`config.mk`:
```
export PLATFORM = sky130hd
export DESIGN_NAME = load_store_unit
export DESIGN_NICKNAME = d
export VERILOG_FILES = /design/src/rtl/mips_mem_pkg.sv /design/src/rtl/byte_lane_merge.sv /design/src/rtl/load_store_unit.sv
export SDC_FILE = /design/constraint.sdc
export NUM_CORES = 1
export LEC_CHECK = 0
export CORE_ASPECT_RATIO = 1.75
export CORE_MARGIN = 10
export CORE_UTILIZATION = 44
export CTS_CLUSTER_DIAMETER = 80
export DETAILED_ROUTE_END_ITERATION = 6
export GPL_TIMING_DRIVEN = 0
export PLACE_DENSITY_LB_ADDON = 0.15
export SKIP_CTS_REPAIR_TIMING = 1
export SYNTH_ARGS = -nofsm -noshare
export SYNTH_HDL_FRONTEND = slang
export SYNTH_SLANG_ARGS = --single-unit
```
`constraint.sdc`:
```
create_clock -name clk -period 2 [get_ports clk]
set_clock_uncertainty 0.05 [all_clocks]
set_input_delay 0.4 -clock clk [delete_from_list [all_inputs] [get_ports clk]]
set_output_delay 0.4 -clock clk [all_outputs]
set_load 0.01 [all_outputs]
```
`src/rtl/mips_mem_pkg.sv`:
```
// mips_mem_pkg -- shared definitions for the load/store unit.
//   * access op-code constants carried on req_op
//   * FSM state encoding (also visible on the unit's dbg_state port)
//   * big-endian byte-lane helpers: offset 0 is bits [31:24], offset 3 is bits [7:0]
`timescale 1ns/1ps
package mips_mem_pkg;

  localparam logic [2:0] OP_LW  = 3'd0;
  localparam logic [2:0] OP_SW  = 3'd1;
  localparam logic [2:0] OP_LB  = 3'd2;
  localparam logic [2:0] OP_LBU = 3'd3;
  localparam logic [2:0] OP_SB  = 3'd4;

  typedef enum logic [2:0] {
    S_IDLE   = 3'd0,
    S_RD     = 3'd1,
    S_WR     = 3'd2,
    S_RMW_RD = 3'd3,
    S_RMW_WR = 3'd4,
    S_RESP   = 3'd5
  } state_t;

  // Extract the byte at a big-endian offset.
  function automatic logic [7:0] lane_get(input logic [31:0] word, input logic [1:0] off);
    case (off)
      2'd0:    lane_get = word[31:24];
      2'd1:    lane_get = word[23:16];
      2'd2:    lane_get = word[15:8];
      default: lane_get = word[7:0];
    endcase
  endfunction

  // Replace the byte at a big-endian offset, keeping the other three lanes.
  function automatic logic [31:0] lane_put(input logic [31:0] word, input logic [1:0] off,
                                           input logic [7:0] b);
    lane_put = word;
    case (off)
      2'd0:    lane_put[31:24] = b;
      2'd1:    lane_put[23:16] = b;
      2'd2:    lane_put[15:8]  = b;
      default: lane_put[7:0]   = b;
    endcase
  endfunction

  function automatic logic op_legal(input logic [2:0] op);
    op_legal = (op <= OP_SB);
  endfunction

  function automatic logic op_is_word(input logic [2:0] op);
    op_is_word = (op == OP_LW) || (op == OP_SW);
  endfunction

endpackage

```
`src/rtl/byte_lane_merge.sv`:
```
// byte_lane_merge -- combinational byte handling for the load/store unit.
// Ports:
//   word      in  32  word read from data memory
//   offset    in  2   byte offset within the word (big-endian lanes)
//   op        in  3   access op-code (selects LW / LB / LBU load formatting)
//   byte_in   in  8   store byte for SB
//   load_data out 32  formatted load result (full word, sign- or zero-extended byte)
//   merged    out 32  word with the selected lane replaced by byte_in
`timescale 1ns/1ps
module byte_lane_merge
  import mips_mem_pkg::*;
(
  input  logic [31:0] word,
  input  logic [1:0]  offset,
  input  logic [2:0]  op,
  input  logic [7:0]  byte_in,
  output logic [31:0] load_data,
  output logic [31:0] merged
);

  logic [7:0] sel;

  always_comb begin
    sel = lane_get(word, offset);
    case (op)
      OP_LB:   load_data = {{24{sel[7]}}, sel};
      OP_LBU:  load_data = {24'd0, sel};
      default: load_data = word;
    endcase
    merged = lane_put(word, offset, byte_in);
  end

endmodule

```
`src/rtl/load_store_unit.sv`:
```
// load_store_unit -- MEM-stage load/store unit for a word-addressed data memory.
// Handles LW/SW directly and SB as a read-modify-write of the containing word.
// Ports:
//   clk, reset                 clock, synchronous active-high reset
//   req_valid/req_ready        request handshake (see below)
//   req_op, req_addr, req_wdata access type, byte address, store data
//   resp_valid                 one-cycle completion pulse
//   resp_data, resp_err        load result (0 for stores) and error flag, held until next completion
//   stall                      pipeline hold while a presented request is not yet complete
//   memRead, memWrite          data-memory strobes (never both high)
//   address, writeData         word index and write word to data memory
//   readData                   memory read word (memory registers it on the falling edge)
//   dbg_state                  current FSM state (mips_mem_pkg::state_t encoding)
//
// Handshake: a request transfers on a rising edge where req_valid && req_ready.
// req_ready is high only in IDLE; the op, address and store data are registered
// on that edge, so the requester may change them freely afterwards.
`timescale 1ns/1ps
module load_store_unit
  import mips_mem_pkg::*;
#(
  parameter int ADDR_W = 32
) (
  input  logic              clk,
  input  logic              reset,
  input  logic              req_valid,
  output logic              req_ready,
  input  logic [2:0]        req_op,
  input  logic [ADDR_W-1:0] req_addr,
  input  logic [31:0]       req_wdata,
  output logic              resp_valid,
  output logic [31:0]       resp_data,
  output logic              resp_err,
  output logic              stall,
  output logic              memWrite,
  output logic              memRead,
  output logic [31:0]       address,
  output logic [31:0]       writeData,
  input  logic [31:0]       readData,
  output logic [2:0]        dbg_state
);

  state_t     state;
  logic [2:0] op_q;
  logic [1:0] off_q;
  logic [7:0] sb_byte_q;
  logic [31:0] load_data;
  logic [31:0] merged;
  logic        req_bad;

  assign req_ready = (state == S_IDLE);
  assign stall     = req_valid && (state != S_RESP);
  assign dbg_state = state;

  // Illegal op, or word access not on a 4-byte boundary.
  assign req_bad = !op_legal(req_op) || (op_is_word(req_op) && (req_addr[1:0] != 2'b00));

  byte_lane_merge u_lane (
    .word      (readData),
    .offset    (off_q),
    .op        (op_q),
    .byte_in   (sb_byte_q),
    .load_data (load_data),
    .merged    (merged)
  );

  always_ff @(posedge clk) begin
    if (reset) begin
      state      <= S_IDLE;
      op_q       <= OP_LW;
      off_q      <= 2'b00;
      sb_byte_q  <= 8'd0;
      memRead    <= 1'b0;
      memWrite   <= 1'b0;
      resp_valid <= 1'b0;
      resp_err   <= 1'b0;
      resp_data  <= 32'd0;
      address    <= 32'd0;
      writeData  <= 32'd0;
    end else begin
      case (state)
        S_IDLE: begin
          if (req_valid) begin
            op_q      <= req_op;
            off_q     <= req_addr[1:0];
            sb_byte_q <= req_wdata[7:0];
            address   <= 32'(req_addr[ADDR_W-1:2]);
            if (req_bad) begin
              // Errors complete next cycle without touching memory.
              state      <= S_RESP;
              resp_valid <= 1'b1;
              resp_err   <= 1'b1;
              resp_data  <= 32'd0;
            end else begin
              case (req_op)
                OP_SW: begin
                  state     <= S_WR;
                  memWrite  <= 1'b1;
                  writeData <= req_wdata;
                end
                OP_SB: begin
                  state   <= S_RMW_RD;
                  memRead <= 1'b1;
                end
                default: begin
                  state   <= S_RD;
                  memRead <= 1'b1;
                end
              endcase
            end
          end
        end
        S_RD: begin
          memRead    <= 1'b0;
          state      <= S_RESP;
          resp_valid <= 1'b1;
          resp_err   <= 1'b0;
          resp_data  <= load_data;
        end
        S_WR: begin
          memWrite   <= 1'b0;
          state      <= S_RESP;
          resp_valid <= 1'b1;
          resp_err   <= 1'b0;
          resp_data  <= 32'd0;
        end
        S_RMW_RD: begin
          // readData holds the old word here; write it back with one lane replaced.
          memRead   <= 1'b0;
          memWrite  <= 1'b1;
          writeData <= merged;
          state     <= S_RMW_WR;
        end
        S_RMW_WR: begin
          memWrite   <= 1'b0;
          state      <= S_RESP;
          resp_valid <= 1'b1;
          resp_err   <= 1'b0;
          resp_data  <= 32'd0;
        end
        S_RESP: begin
          resp_valid <= 1'b0;
          state      <= S_IDLE;
        end
        default: begin
          memRead    <= 1'b0;
          memWrite   <= 1'b0;
          resp_valid <= 1'b0;
          state      <= S_IDLE;
        end
      endcase
    end
  end

endmodule

```
==> results of run 1 <==
## registers in the layout (all words and copies together), names as in the netlist
| signal | cells |
|---|---|
| address | 30 |
| dbg_state | 3 |
| memRead | 1 |
| memWrite | 1 |
| off_q | 2 |
| op_q | 3 |
| resp_data | 32 |
| resp_err | 1 |
| resp_valid | 1 |
| sb_byte_q | 8 |
| writeData | 32 |
## final cells by class
cell class / instances / area [µm²]
Clock inverter: 13 / 160
Inverter: 35 / 131
Fill cell: 980 / 3700
Sequential cell: 114 / 2280
Timing Repair Buffer: 207 / 2060
Tap cell: 137 / 171
Buffer: 61 / 339
Clock buffer: 19 / 453
Multi-Input combinational cell: 452 / 2630
## worst max-delay path: cells and delay by family
kind / cells / cell delay (ps)
compound gates: 3 / 730
buf+inv: 2 / 770
simple gates: 1 / 370
## stage by stage
| step | instance area [µm²] | util | TNS, ps | setup slack (ps) |
|---|---|---|---|---|
| CTS | 8140 | 0.682 | -1200 | -373 |
| finish | 8230 | 0.690 | 0 | 14.5 |
| global placement | 7530 | 0.631 | -18850 | -458 |
| global route | 8230 | 0.690 | -106 | -28.2 |
| detailed placement | 7530 | 0.631 | -22800 | -485 |
| floorplan | 5350 | - | 0 | 311 |
## cells in the final DEF (no fill, tap or decap), drive strengths merged, types with 2 or more instances in the layout
cell | Yosys | final
clkinv | 0 | 8
mux2i | 24 | 24
nor2b | 4 | 4
o211ai | 2 | 2
a211o | 16 | 16
clkdlybuf4s50 | 0 | 198
nor3 | 2 | 2
o21ai | 27 | 27
nand2 | 143 | 143
a221o | 8 | 8
a41oi | 1 | 2
a311o | 16 | 16
bufinv | 0 | 3
o32ai | 25 | 25
buf | 36 | 42
clkinvlp | 0 | 2
dfxtp | 114 | 114
conb | 1 | 2
nand2b | 13 | 13
and3b | 2 | 2
nand3 | 8 | 8
and2 | 2 | 2
a21oi | 105 | 105
a31oi | 2 | 2
o31ai | 2 | 2
clkbuf | 25 | 44
nor2 | 36 | 36
inv | 35 | 35
o21ba | 2 | 2
nor4 | 2 | 2
dlymetal6s2s | 0 | 3
## layer usage
| layer | global-route usage | routed length (µm) |
|---|---|---|
| met5 | 0 | 0 |
| met4 | 0.136 | 1130 |
| met3 | 0.0820 | 2000 |
| met2 | 0.412 | 10700 |
| met1 | 0.239 | 7330 |
## how the worst max path moves through the flow
| stage | end | slack (ps) | depth (start not counted) |
|---|---|---|---|
| 2_1_floorplan | resp_data[9] | 310 | 6 |
| 3_3_place_gp | writeData[27] | -460 | 6 |
| 3_5_place_dp | writeData[27] | -480 | 6 |
| 4_1_cts | stall | -370 | 4 |
| 5_1_grt | writeData[25] | -30 | 6 |
| 6_report | writeData[27] | 10 | 6 |
## power by group
group | internal [µW] | leakage, µW | total [µW] | switching (µW)
logic | 594 | 0.00185 | 1230 | 636
clock network | 2020 | 0.000299 | 3150 | 1130
registers | 2400 | 0.000928 | 2480 | 81.8
## logic make-up after synthesis
kind of cell / after synthesis / share of synthesized area
AO/OA/AOI/OAI: 210 / 0.264
buffers and inverters: 96 / 0.0862
flip-flops: 114 / 0.427
multiplexers: 24 / 0.0450
other: 1 / 0.000702
AND/OR/NAND/NOR: 215 / 0.177
==> results.py, run 1 <==
metrics = {
    "floorplan": {
        "die_area_mm2": 0.0171,
        "die_w_um": 103,
        "ios": 207,
        "die_h_um": 166,
        "initial_utilization": 0.447,
        "core_mm2": 0.0119,
        "fp-row-count": 53,
    },
    "timing": {
        "finalHoldViolations": 0,
        "hold_ws_ps": 276,
        "period_needed_ps": 1990,
        "worst_pin_slew_ps": 673,
        "timing.fmax_mhz": 504,
        "grt_setup_unrepaired": "yes",
        "fin_crit_sh": 0.993,
        "maxSlewHeadroom": 0.551,
        "slew_viol_final": 0,
        "setup_viol": 0,
    },
    "setup_path": {
        "crit_fanout": 10,
        "slowest_stage": "clkdlybuf4s50_1",
        "required_ps": 2290,
        "timing.rr.start": "dbg_state[2]",
        "cp-end-kind": "register",
        "cpPeakStageDelay_ps": 530,
        "r2r-end": "writeData[27]",
        "r2r_slack_ps": 80,
        "path_cells": "clkdlybuf4s50_1 > nor4_4 > a41oi_4 > buf_6 > a311o_1 > a21oi_1",
        "startpoint_type": "input port",
        "reg2reg_depth": 6,
        "critical_path_class": "input port to register",
        "startpoint": "req_addr[1]",
        "cp.arrival_ps": 2270,
    },
    "cells_and_area": {
        "diodes": 0,
        "fin_nets": 990,
        "layout-drive-gt1-share": 0.108,
        "stdcell_count": 1038,
        "flow.area_growth_from_synthesis_pct": 54.1,
    },
    "clock_network": {
        "cts_max_level": 4,
        "cts_buffers": 17,
        "cts_root_buf": "clkbuf_16",
        "clk_latency_ps": 410,
        "cts_tree": "built",
        "cts_buffer_depth": 2,
        "path_clk_slew_ps": 50,
        "clkSinkCount": 114,
    },
    "logic_synthesis": {
        "ys_ff_latch": 114,
        "async_reset_ff_frac": 0,
        "yosysSeqAreaShare": 0.427,
        "ys_top_cells_by_area": "dfxtp_1, nand2_1, a21oi_1, mux2i_1, o32ai_1",
        "synth.most_common_cell": "nand2_1",
        "ys_top_cells_by_count": "nand2_1, dfxtp_1, a21oi_1",
        "syn_area_mm2": 0.00534,
        "synth_cell_type_count": 46,
        "synth_largest_area_cell": "dfxtp_1",
        "synthFlopType": "dfxtp_1",
        "syn_inst": 660,
        "yosysWarnings": 0,
        "syn_avg_cell_area_um2": 8.09,
        "synth_edf_count": 0,
        "yosysTopAreaCellShare": 0.427,
    },
    "detailed_routing": {
        "drt_first_pass_iters": 5,
        "ant_nets": 0,
        "viasPerCell": 5.61,
        "wl_per_cell_um": 20.4,
        "drt_iter0_drc": 367,
        "drcViolationCount": 0,
        "routed_wl_um": 21200,
        "vias": 5823,
    },
    "global_route": {
        "grt.total_usage": 0.239,
        "grt_antenna_before_repair": 0,
        "grt-ovfl-total": 0,
        "grt_max_degree": 17,
        "grt_pass1_wl_um": 31900,
        "grt_pass1_vias": 6046,
    },
    "placement": {
        "placed_cells": 999,
        "dp_hpwl_um": 16400,
        "portBuffers": 201,
        "gp_congestion": 0.884,
    },
    "power": {
        "p_total_uw": 6860,
        "pwr_density_cell_mw_per_mm2": 833,
        "vdd_drop_max_v": 0.000622,
        "p_leak_uw": 0.00308,
    },
    "flow_run": {
        "drv_cap": 0,
    },
    "worst_hold_path": {
        "holdPathEnd": "op_q[2]",
        "hp-class": "input port to register",
        "hold-path-cell-count": 3,
        "hold_start": "req_op[2]",
    },
    "status": {
        "status": "completed",
    },
}
Power figures use the tool's default switching activity.
==> run 2: changes to the inputs <==
ABC_AREA = 1   (was unset)
ABC_CLOCK_PERIOD_IN_PS = 2000   (was unset)
CORE_UTILIZATION = 45   (was 44)
==> run 2 against run 1 <==
Compared with the run above:
- non-clock buffer count is 7 lower
- cell count is 23% higher
- sequential share of layout area is 0.93 points lower
- sequential power is 23% higher
- wire length is 0.98% lower
- critical path type is now register to primary output
- largest cell class unchanged
- highest routed layer unchanged
==> results.py, run 2 <==
metrics = {
    "status": {
        "status": "completed",
    },
    "timing": {
        "slew_viol_final": 0,
        "worst_pin_slew_ps": 650,
        "fin_crit_sh": 0.954,
        "timing.fmax_mhz": 524,
        "finalHoldViolations": 0,
        "fin_ws_ps": 92.9,
        "period_needed_ps": 1910,
        "grt_setup_unrepaired": "no",
        "setup_viol": 0,
        "hold_ws_ps": 401,
        "maxSlewHeadroom": 0.567,
        "setup-tns-final_ps": 0,
    },
    "logic_synthesis": {
        "ys_top_cells_by_area": "dfxtp_1, nand2_1, a21oi_1, nand3_1, nor2_1",
        "synth_cell_type_count": 29,
        "ys_ff_latch": 114,
        "synth_edf_count": 0,
        "yosysTopAreaCellShare": 0.401,
        "async_reset_ff_frac": 0,
        "ys_top_cells_by_count": "nand2_1, dfxtp_1, a21oi_1",
        "yosysSeqAreaShare": 0.401,
        "syn_inst": 873,
        "yosysWarnings": 0,
        "synthFlopType": "dfxtp_1",
        "syn_area_mm2": 0.00569,
        "syn_avg_cell_area_um2": 6.52,
        "synth_largest_area_cell": "dfxtp_1",
        "synth.most_common_cell": "nand2_1",
    },
    "flow_run": {
        "drv_cap": 0,
    },
    "setup_path": {
        "crit_end": "req_ready",
        "r2r_slack_ps": 280,
        "cp-end-kind": "primary output",
        "required_ps": 1550,
        "timing.rr.start": "dbg_state[2]",
        "cp.arrival_ps": 1460,
        "reg2reg_depth": 8,
        "critical_path_class": "register to primary output",
        "startpoint": "dbg_state[0]",
        "crit_fanout": 15,
        "startpoint_type": "register",
        "r2r-end": "writeData[7]",
    },
    "worst_hold_path": {
        "hold-path-cell-count": 2,
        "hp-class": "register to register",
    },
    "global_route": {
        "grt_antenna_before_repair": 0,
        "grt-ovfl-total": 0,
        "grt_pass1_vias": 6351,
        "grt_max_degree": 17,
        "grt_pass1_wl_um": 32500,
        "grt.total_usage": 0.229,
    },
    "placement": {
        "portBuffers": 203,
        "dp_hpwl_um": 16600,
        "gp_congestion": 0.953,
        "place_ws_ps": -937,
    },
    "cells_and_area": {
        "regArea_mm2": 0.00229,
        "fillers": 1141,
        "final_common_cell": "nand2_1",
        "flow.area_growth_from_synthesis_pct": 49.8,
        "layout-drive-gt1-share": 0.0786,
        "multi_input_area_mm2": 0.00279,
        "largestRegisters": "resp_data (32), writeData (32), address (30)",
        "layout_common_cells": "nand2_1, clkdlybuf4s50_1, dfxtp_1",
        "diodes": 0,
        "fin_nets": 1196,
    },
    "floorplan": {
        "die_w_um": 105,
        "core_mm2": 0.0124,
        "fp-row-count": 54,
        "initial_utilization": 0.458,
        "die_h_um": 169,
        "die_area_mm2": 0.0177,
        "ios": 207,
    },
    "clock_network": {
        "cts_buffers": 17,
        "path_clk_slew_ps": 60,
        "cts_buffer_depth": 2,
        "cts_root_buf": "clkbuf_16",
        "cts_tree": "built",
        "clkSinkCount": 114,
        "clk_latency_ps": 420,
        "cts_max_level": 4,
    },
    "power": {
        "p_total_uw": 9860,
        "p_leak_uw": 0.00362,
        "pwr_density_cell_mw_per_mm2": 1160,
        "internal_power_uw": 6250,
        "p_sw_uw": 3610,
        "p_clk_frac": 0.301,
        "pwr-share-seq": 0.308,
        "sw_frac_of_total": 0.366,
        "vdd_drop_max_v": 0.000807,
        "combPwrFrac": 0.391,
    },
    "detailed_routing": {
        "vias": 6431,
        "wl_per_cell_um": 16.5,
        "viasPerCell": 5.04,
        "drcViolationCount": 0,
        "ant_nets": 0,
        "drt_first_pass_iters": 5,
        "drt_iter0_drc": 418,
        "routed_wl_um": 21000,
    },
}
-- run 2: cell families after synthesis --
family                 share of synthesized area
AOI/OAI and AO/OA                          0.165
DFF                                        0.401
other                                   0.000659
buffers and inverters                      0.109
and+or+nand+nor                            0.325
-- run 2: per-stage QoR --
step,instances,utilization,area (µm²)
after global routing,1275,0.686,8520
after CTS,1277,0.685,8510
after floorplan,874,-,5690
after global placement,1245,0.638,7940
after detailed placement,1245,0.638,7940
final,1275,0.686,8520
-- run 2: cell type report --
| type | count | share of cell area |
|---|---|---|
| plain buffers | 58 | 0.0411 |
| multi-input cells | 629 | 0.328 |
| clock buffers | 17 | 0.0499 |
| inverters | 71 | 0.0319 |
| repair buffers | 203 | 0.239 |
| clock inverters | 15 | 0.0175 |
| flip-flops and latches | 114 | 0.268 |
| well taps | 168 | 0.0247 |
-- run 2: worst min-delay path by stage --
stage | from | to | slack (ps)
floorplan | op_q[0] | op_q[0] | 370
global placement | op_q[0] | op_q[0] | 380
detailed placement | resp_err | resp_err | 390
CTS | memWrite | memWrite | 400
global route | address[7] | address[7] | 420
finish | memWrite | memWrite | 400
-- run 2: layer usage --
layer | vias to the layer above | part of all wire | GRT usage
li1 | 3248 | - | -
met5 | - | 0 | 0
met3 | 68 | 0.083 | 0.0814
met2 | 282 | 0.50 | 0.411
met4 | 0 | 0.053 | 0.141
met1 | 2833 | 0.36 | 0.216
-- run 2: power by group through the flow --
stage                     registers [µW]  logic (µW)  clock network [µW]
after CTS                           3040        3880                2980
after floorplan                     3260        1960                   0
after global placement              3070        3840                   0
after global routing                3100        4250                3090
after detailed placement            3080        3850                   0
final                               3040        3860                2960
-- run 2: worst max-delay path, stage by stage (launching register included) --
cell            delay [ps]
dfxtp_1                320
buf_6                  140
nor2_2                 150
nand2_2                110
clkinv_4               130
dlymetal6s2s_1         180
==> run 3: changes to the inputs <==
CORE_MARGIN = unset   (was 10)
==> run 3 against run 2 <==
Compared with the run above:
- the run now ends with DRC left
- flip-flop and latch count unchanged
- wire length decreased by 6.9%
- clock-buffer cell count increased by 5
- final area increased by 0.91%
- sequential share of layout area decreased by 0.24 points
- global-route usage increased by 7.3 points
- maximum frequency increased by 0.51%
- critical path depth unchanged
- non-clock buffer count increased by 1
- critical path type unchanged
- critical endpoint unchanged
==> results.py, run 3 (synthesis results as in run 2) <==
metrics = {
    "cells_and_area": {
        "layout-drive-gt1-share": 0.0777,
        "flow.area_growth_from_synthesis_pct": 51.2,
        "final_common_cell": "nand2_1",
        "largestRegisters": "resp_data (32), writeData (32), address (30)",
        "diodes": 0,
        "finish.instance_area_mm2": 0.00860,
        "fin_nets": 1197,
        "layout_common_cells": "nand2_1, clkdlybuf4s50_1, dfxtp_1",
    },
    "timing": {
        "finalHoldViolations": 0,
        "worst_pin_slew_ps": 641,
        "maxSlewHeadroom": 0.573,
        "hold_ws_ps": 398,
        "slew_viol_final": 0,
        "fin_crit_sh": 0.949,
        "setup_viol": 0,
        "timing.fmax_mhz": 527,
        "setup-tns-final_ps": 0,
        "period_needed_ps": 1900,
        "grt_setup_unrepaired": "no",
    },
    "floorplan": {
        "die_w_um": 87.0,
        "initial_utilization": 0.460,
        "die_h_um": 151,
        "fp-row-count": 54,
        "die_area_mm2": 0.0131,
        "core_mm2": 0.0124,
        "ios": 207,
    },
    "setup_path": {
        "required_ps": 1550,
        "timing.rr.start": "dbg_state[2]",
        "cp-end-kind": "primary output",
        "cpPeakStageDelay_ps": 310,
        "startpoint": "dbg_state[0]",
        "startpoint_type": "register",
        "path_cells": "buf_6 > nor2_2 > nand2_2 > inv_6 > dlymetal6s2s_1",
        "crit_fanout": 15,
        "cp.arrival_ps": 1450,
        "slowest_stage": "dfxtp_1",
        "reg2reg_depth": 7,
        "critical_path_class": "register to primary output",
    },
    "clock_network": {
        "cts_buffers": 17,
        "cts_tree": "built",
        "clk_latency_ps": 410,
        "cts_max_level": 4,
        "cts_buffer_depth": 2,
        "clkSinkCount": 114,
        "path_clk_slew_ps": 50,
        "cts_root_buf": "clkbuf_16",
    },
    "status": {
        "status": "finished, violations left",
        "failed_checks": "DRC",
    },
    "placement": {
        "portBuffers": 203,
        "gp_congestion": 0.955,
        "place_area_mm2": 0.00794,
        "dp_hpwl_um": 14900,
    },
    "power": {
        "sw_frac_of_total": 0.336,
        "pwr_density_cell_mw_per_mm2": 1190,
        "internal_power_uw": 6820,
        "p_leak_uw": 0.00366,
        "combPwrFrac": 0.373,
        "p_clk_frac": 0.330,
        "pwr-share-seq": 0.297,
        "p_sw_uw": 3450,
        "vdd_drop_max_v": 0.000816,
    },
    "detailed_routing": {
        "wl_per_cell_um": 15.3,
        "viasPerCell": 5.07,
        "drcViolationCount": 2,
        "routed_wl_um": 19600,
        "vias": 6462,
        "ant_nets": 0,
        "drt_iter0_drc": 362,
        "drt_first_pass_iters": 7,
    },
    "worst_hold_path": {
        "hold-path-cell-count": 2,
        "hp-class": "register to register",
        "hold_start": "memWrite",
    },
    "global_route": {
        "grt_max_degree": 17,
        "grt-ovfl-total": 0,
        "grt.total_usage": 0.302,
        "grt_pass1_vias": 6255,
        "grt_antenna_before_repair": 0,
        "grt_pass1_wl_um": 30000,
    },
    "flow_run": {
        "drv_cap": 0,
    },
}
[run 3: power by group through the flow]
stage | clock network, µW | registers [µW] | logic [µW]
floorplan | 0 | 3260 | 1960
finish | 3390 | 3050 | 3830
detailed placement | 0 | 3090 | 3810
global placement | 0 | 3080 | 3790
CTS | 3410 | 3050 | 3850
global route | 3500 | 3100 | 4240
[run 3: per-layer routing]
layer,track usage,share of wire
met5,0,0
met4,0.202,0.059
met3,0.0746,0.068
met2,0.545,0.51
met1,0.298,0.36
[run 3: through the flow]
step                      power, µW  instances   util  worst slack (ps)
after floorplan                5210        874      -               438
after global placement         6860       1245  0.642              -967
after detailed placement       6900       1245  0.642             -1040
after CTS                     10300       1276  0.695             -1060
after global routing          10800       1275  0.696              10.6
final                         10300       1275  0.696               103
[run 3: cell type report]
class                           instances  area, µm²
Sequential cell                       114       2290
Timing Repair Buffer                  203       2030
Tap cell                              168        210
Buffer                                 59        358
Inverter                               71        272
Clock buffer                           22        474
Clock inverter                          9        178
Fill cell                            1119       3760
Multi-Input combinational cell        629       2790
[run 3: worst max-delay path, delay by kind of cell (launching register included)]
family,cells,cell delay [ps]
buffers and inverters,3,460
flip-flops,1,310
AND/OR/NAND/NOR,2,250
[run 3: path summary, 6_finish.rpt]
kind	endpoint	slack, ps
worst max-delay path	req_ready	100
worst max register to register	writeData[30]	260
worst min register to register	memWrite	400
worst min-delay path	memWrite	400
